[src/rtl/gray_arb_pkg.sv]
// Shared types and sizing helpers for the gray-frame arbiter slice.
package gray_arb_pkg;

   typedef enum logic {
      IDLE = 1'b0,
      XFER = 1'b1
   } arb_state_e;

   localparam int unsigned N_SRC           = 2;
   localparam int unsigned BYTES_PER_PIXEL = 3;

   // Bits needed to hold a count 0..n-1 (never less than one bit).
   function automatic int unsigned cnt_width(input int unsigned n);
      return (n <= 1) ? 1 : $clog2(n);
   endfunction

endpackage

[src/rtl/sync_fifo.sv]
// Small synchronous FIFO with head-of-queue visibility; DEPTH must be a power of 2.
module sync_fifo
   import gray_arb_pkg::*;
#(
   parameter int unsigned WIDTH = 1,
   parameter int unsigned DEPTH = 4
) (
   input  logic             i_clk,
   input  logic             i_rst_n,
   input  logic             push,
   input  logic             pop,
   input  logic [WIDTH-1:0] din,
   output logic             full,
   output logic             empty,
   output logic [WIDTH-1:0] head
);

   localparam int unsigned AW = cnt_width(DEPTH);
   localparam int unsigned CW = AW + 1;

   logic [WIDTH-1:0] mem [DEPTH];
   logic [AW-1:0]    wr_ptr;
   logic [AW-1:0]    rd_ptr;
   logic [CW-1:0]    count;
   logic             do_push;
   logic             do_pop;

   assign full    = (count == CW'(DEPTH));
   assign empty   = (count == '0);
   assign head    = mem[rd_ptr];
   assign do_push = push && !full;
   assign do_pop  = pop && !empty;

   always_ff @(posedge i_clk) begin
      if (do_push) mem[wr_ptr] <= din;
   end

   // Pointer and occupancy tracking; simultaneous push and pop leaves count unchanged.
   always_ff @(posedge i_clk) begin
      if (!i_rst_n) begin
         wr_ptr <= '0;
         rd_ptr <= '0;
         count  <= '0;
      end else begin
         if (do_push) wr_ptr <= wr_ptr + AW'(1);
         if (do_pop)  rd_ptr <= rd_ptr + AW'(1);
         case ({do_push, do_pop})
            2'b10:   count <= count + CW'(1);
            2'b01:   count <= count - CW'(1);
            default: count <= count;
         endcase
      end
   end

endmodule

[src/rtl/gray_frame_arbiter.sv]
// Frame-granular round-robin arbiter in front of a shared RGB-to-gray datapath,
// tagging returning gray bytes with the source that owned each frame.
module gray_frame_arbiter
   import gray_arb_pkg::*;
#(
   parameter int unsigned C_FRAME_PIXELS = 64,
   parameter int unsigned C_TAG_DEPTH    = 4
) (
   input  logic                 i_clk,
   input  logic                 i_rst_n,
   input  logic [N_SRC*8-1:0]   s_data,
   input  logic [N_SRC-1:0]     s_valid,
   input  logic [N_SRC-1:0]     s_sof,
   output logic [N_SRC-1:0]     s_busy,
   output logic [7:0]           m_data,
   output logic                 m_valid,
   output logic                 m_sof,
   input  logic                 m_busy,
   input  logic [7:0]           r_data,
   input  logic                 r_valid,
   input  logic                 r_sof,
   output logic                 r_busy,
   output logic [7:0]           o_data,
   output logic                 o_valid,
   output logic                 o_sof,
   output logic                 o_src,
   input  logic                 i_busy,
   output logic [N_SRC-1:0]     o_drop,
   output logic                 o_err
);

   localparam int unsigned IN_BYTES = BYTES_PER_PIXEL * C_FRAME_PIXELS;
   localparam int unsigned BCW      = cnt_width(IN_BYTES);
   localparam int unsigned RCW      = cnt_width(C_FRAME_PIXELS);

   arb_state_e       state;
   logic             owner;
   logic             last_src;
   logic [BCW-1:0]   bcnt;
   logic [RCW-1:0]   rcnt;
   logic [N_SRC-1:0] drop_q;
   logic             err_q;

   logic [N_SRC-1:0] cand;
   logic             grant;
   logic             grant_src;
   logic             first_byte;
   logic             last_byte;
   logic             m_acc;
   logic             tag_push;
   logic             tag_pop;
   logic             tag_full;
   logic             tag_empty;
   logic             tag_head;
   logic             r_acc;
   logic             r_orphan;

   // Grant decision: a tie goes to the source that did not own the previous frame.
   assign cand      = s_valid & s_sof;
   assign grant     = (state == IDLE) && !tag_full && (cand != '0);
   assign grant_src = (&cand) ? ~last_src : cand[1];

   // Input side: owner's stream passes straight through while in XFER.
   assign first_byte = (bcnt == '0);
   assign last_byte  = (bcnt == BCW'(IN_BYTES - 1));
   assign m_data     = owner ? s_data[15:8] : s_data[7:0];
   assign m_valid    = i_rst_n && (state == XFER) && s_valid[owner];
   assign m_sof      = m_valid && s_sof[owner] && first_byte;
   assign m_acc      = m_valid && !m_busy;
   assign tag_push   = m_acc && first_byte;

   always_comb begin
      s_busy = '1;
      if (i_rst_n) begin
         if (state == IDLE) s_busy = s_sof;
         else               s_busy[owner] = m_busy;
      end
   end

   // Result side: label bytes with the oldest in-flight tag; bytes with no tag are orphans.
   assign r_busy   = i_busy;
   assign o_data   = r_data;
   assign o_sof    = r_sof;
   assign o_src    = tag_head;
   assign o_valid  = i_rst_n && r_valid && !tag_empty;
   assign r_acc    = r_valid && !i_busy && !tag_empty;
   assign r_orphan = r_valid && !i_busy && tag_empty;
   assign tag_pop  = r_acc && (rcnt == RCW'(C_FRAME_PIXELS - 1));

   assign o_drop = drop_q;
   assign o_err  = err_q;

   sync_fifo #(
      .WIDTH (1),
      .DEPTH (C_TAG_DEPTH)
   ) u_tag_fifo (
      .i_clk   (i_clk),
      .i_rst_n (i_rst_n),
      .push    (tag_push),
      .pop     (tag_pop),
      .din     (owner),
      .full    (tag_full),
      .empty   (tag_empty),
      .head    (tag_head)
   );

   // Frame FSM, byte/result counters and event pulses.
   always_ff @(posedge i_clk) begin
      if (!i_rst_n) begin
         state    <= IDLE;
         owner    <= 1'b0;
         last_src <= 1'b1;
         bcnt     <= '0;
         rcnt     <= '0;
         drop_q   <= '0;
         err_q    <= 1'b0;
      end else begin
         drop_q <= (state == IDLE) ? (s_valid & ~s_sof) : '0;
         err_q  <= (m_acc && !first_byte && s_sof[owner]) || r_orphan;

         case (state)
            IDLE: begin
               if (grant) begin
                  owner <= grant_src;
                  state <= XFER;
               end
            end
            XFER: begin
               if (m_acc) begin
                  if (last_byte) begin
                     bcnt     <= '0;
                     last_src <= owner;
                     state    <= IDLE;
                  end else begin
                     bcnt <= bcnt + BCW'(1);
                  end
               end
            end
         endcase

         if (r_acc) rcnt <= tag_pop ? '0 : rcnt + RCW'(1);
      end
   end

endmodule

[config.mk]
export PLATFORM = sky130hd
export DESIGN_NAME = gray_frame_arbiter
export DESIGN_NICKNAME = d
export VERILOG_FILES = /design/src/rtl/gray_arb_pkg.sv /design/src/rtl/sync_fifo.sv /design/src/rtl/gray_frame_arbiter.sv
export SDC_FILE = /design/constraint.sdc
export NUM_CORES = 1
export LEC_CHECK = 0
export ABC_AREA = 1
export BUFFER_PORTS_ARGS = -buffer_cell sky130_fd_sc_hd__buf_2
export CORE_MARGIN = 3
export CORE_UTILIZATION = 46
export CTS_CLUSTER_SIZE = 10
export DETAILED_ROUTE_END_ITERATION = 7
export HOLD_SLACK_MARGIN = 0.15
export PLACE_DENSITY = 0.78
export SYNTH_ARGS = -nofsm -noshare
export SYNTH_HDL_FRONTEND = slang
export SYNTH_HIERARCHICAL = 1
export SYNTH_SLANG_ARGS = --single-unit
[constraint.sdc]
create_clock -name i_clk -period 2.6 [get_ports i_clk]
set_clock_uncertainty 0.1 [all_clocks]
set_input_delay 0.52 -clock i_clk [delete_from_list [all_inputs] [get_ports i_clk]]
set_output_delay 0.52 -clock i_clk [all_outputs]
set_load 0.005 [all_outputs]
==> flow_metrics.py <==
metrics = {
    "floorplan": {
        "rows": 22,
        "io-pin-count": 61,
        "die_h_um": 70.1,
        "start_util_pct": 49.7,
        "die_x_um": 70.1,
        "dieArea_um2": 4910,
        "fp.coreArea_um2": 3800,
    },
    "cts": {
        "cts_root_buffer": "clkbuf_8",
        "cts_sinks": 33,
        "cts_tree": "built",
        "holdBufCountCts": 0,
        "clk_latency_ns": 0.28,
        "cts_resized": 0,
        "cts_setup_buffers": 0,
        "path_clk_slew_ns": 0.07,
        "cts_made_buffers": 5,
        "h-tree-depth": 2,
        "cts.path.max_buffers": 2,
    },
    "status": {
        "status": "completed",
    },
    "final_layout": {
        "area_growth_pct": 18.5,
        "drive_above_1_share_pct": 26.0,
        "layout_common_cells": "nand2_1, buf_2, nor2_1",
        "fillers": 347,
        "final_cell_area_um2": 2240,
        "antennaDiodeCount": 0,
        "final_common_cell": "nand2_1",
        "nets": 357,
    },
    "detailed_routing": {
        "drtPass1Iterations": 4,
        "drt-total-wl_um": 3740,
        "drc": 0,
        "vias": 1738,
        "via_per_inst": 4.79,
        "wl_per_cell_um": 10.3,
        "antenna_left": 0,
        "drt_iter0_drc": 67,
    },
    "worst_setup_path": {
        "cp-endpoint": "u_tag_fifo/count[2]",
        "cp-end-kind": "flip-flop",
        "cp_max_fo": 5,
        "cp-start-kind": "flip-flop",
        "r2r_end": "u_tag_fifo/count[2]",
        "crit_type": "reg2reg",
        "cp_data_required_time_ns": 2.68,
        "timing.rr.start": "u_tag_fifo/count[2]",
        "worstPathArrival_ns": 2.43,
        "ff2ff_path_depth": 19,
        "crit_start": "u_tag_fifo/count[2]",
        "rrSetupSlack_ns": 0.26,
    },
    "logic_synthesis": {
        "syn-num-nets": 313,
        "synth_fa_ha_area_share_pct": 6.36,
        "synth_compound_area_share_pct": 9.01,
        "synthSimpleGateAreaFrac_pct": 34.3,
        "syn-cell-area_um2": 1890,
        "synth_top_area_share_pct": 30.7,
        "syn_inst": 270,
        "synth_area_leaders": "dfxtp_1, nand2_1, nor2_1",
        "synth_warnings": 6,
        "ys_ff_latch": 33,
        "synth_top_family_by_area": "simple AND/OR/NAND/NOR gates",
        "yosysSeqAreaShare_pct": 37.1,
        "synth_xor_area_share_pct": 0.928,
        "synthMuxAreaShare_pct": 0,
        "syn_avg_cell_area_um2": 6.99,
        "yosysTopAreaCell": "dfxtp_1",
        "synth.distinct_cells": 30,
    },
    "global_route": {
        "grt_pass1_vias": 1722,
        "grt_max_degree": 16,
        "grtUsageTotal_pct": 17.1,
        "antenna_found_initial": 0,
        "grt_pass1_wl_um": 6880,
        "grt_overflow": 0,
    },
    "timing": {
        "final_hold_viol_count": 0,
        "finalCritPeriodShare_pct": 90.1,
        "setup_viol": 0,
        "tightest_slew_ns": 0.231,
        "maxSlewViolCount": 0,
        "finalCriticalPeriod_ns": 2.34,
        "finalSetupTns_ns": 0,
        "max_freq_mhz": 427,
        "hold_ws_ns": 0.335,
        "rsz0062_at_grt": "false",
        "max_slew_margin_pct": 84.6,
    },
    "min_path": {
        "hold_class": "reg2reg",
    },
    "power": {
        "ir_worst_vdd_uv": 251,
        "p_leak_uw": 0.00107,
        "power_density_nw_per_um2": 458,
        "p_total_uw": 1030,
    },
    "placement": {
        "place_hpwl_um": 2910,
        "gp_congestion": 0.788,
        "portBuffers": 42,
        "placed_cell_area_um2": 2120,
    },
    "job": {
        "drv_cap": 0,
    },
}
==> cell usage after synthesis <==
library cell and n:
o21ai_0 9, nor2_1 33, nand3_2 1, a31oi_1 1, nor3b_1 2, inv_2 5
a31o_2 1, o22ai_1 1, a21oi_1 19, edfxtp_1 4, ha_1 8, inv_1 31
dfxtp_1 29, clkinv_1 1, clkbuf_1 1, nand3_4 2, fa_1 1, nor3_1 4
buf_4 11, nand2_2 2, nor2_4 2, nand3_1 15, xor2_1 2, nand3b_1 1
nor3_2 1, inv_4 1, o32ai_1 1, nand4_1 3, nor2_2 2, nand2_1 76
==> cell type report <==
class	count	area [um2]	share of cell area, %
tap	48	60.1	2.68
clock buffer	6	72.6	3.24
multi-input combinational	187	980	43.8
timing repair buffer	49	263	11.7
inverter	38	145	6.49
clock inverter	2	10.0	0.447
sequential	33	707	31.6
==> metal layers <==
| metal | global-route usage [%] | vias up | wire length, um |
|---|---|---|---|
| met3 | 4.46 | 6 | 231 |
| met1 | 20.5 | 754 | 1760 |
| met5 | 0 | - | 0 |
| met4 | 7.02 | 0 | 81 |
| met2 | 28.8 | 50 | 1670 |
| li1 | - | 928 | - |
==> worst max-delay path, stage by stage, from the launching register on <==
cell and delay, ns:
dfxtp_4 0.37, inv_2 0.05, nand3_4 0.10, inv_2 0.08
nor3_4 0.16, nand2_1 0.08, nor2_2 0.14, nand2_2 0.07
inv_2 0.06, inv_1 0.05, nor2_2 0.10, ha_2 0.19
inv_1 0.06, fa_2 0.33, inv_1 0.06, nand2_1 0.06
nand3_1 0.06, nand2_1 0.05, inv_1 0.05, nor2_1 0.04
==> worst min path at each step <==
stage / start / end / slack, ns / depth (start not counted)
3_3_place_gp: u_tag_fifo/count[0] / u_tag_fifo/count[0] / 0.35 / 1
2_1_floorplan: rcnt[4] / rcnt[4] / 0.34 / 2
3_5_place_dp: rcnt[4] / rcnt[4] / 0.36 / 2
5_1_grt: u_tag_fifo/count[0] / u_tag_fifo/count[0] / 0.36 / 1
4_1_cts: s_sof[1] / o_drop[1] / 0.35 / 2
6_report: u_tag_fifo/count[0] / u_tag_fifo/count[0] / 0.34 / 1
==> registers in the layout, indices dropped and copies added (netlist names), named ones only <==
| register | count |
|---|---|
| owner | 1 |
| last_src | 1 |
| o_drop | 2 |
| state | 1 |
| bcnt | 8 |
| rcnt | 6 |
| u_tag_fifo/mem | 4 |
| u_tag_fifo/count | 3 |
| u_tag_fifo/rd_ptr | 2 |
| u_tag_fifo/wr_ptr | 2 |
| o_err | 1 |
==> power breakdown <==
group	switching (uW)	internal, uW
clock	178	185
combinational	76.2	56.5
sequential	6.63	524
total	260	765
==> metrics by stage <==
step                std cells  util [%]  worst slack [ns]
global placement          355      55.9             0.192
global route              363      58.9            0.0338
CTS                       363      58.1            0.0572
floorplan                 270         -             0.137
detailed placement        355      55.9            0.0738
finish                    363      58.9             0.258
==> kinds of logic (layout without fill, tap and decap cells) <==
logic type	Yosys count	after routing
compound gates	32	32
flops	33	33
fa+ha+maj	9	9
simple gates	144	144
xor+xnor	2	2
buf+inv	50	95
No activity file was read; power rests on OpenSTA's default activity.
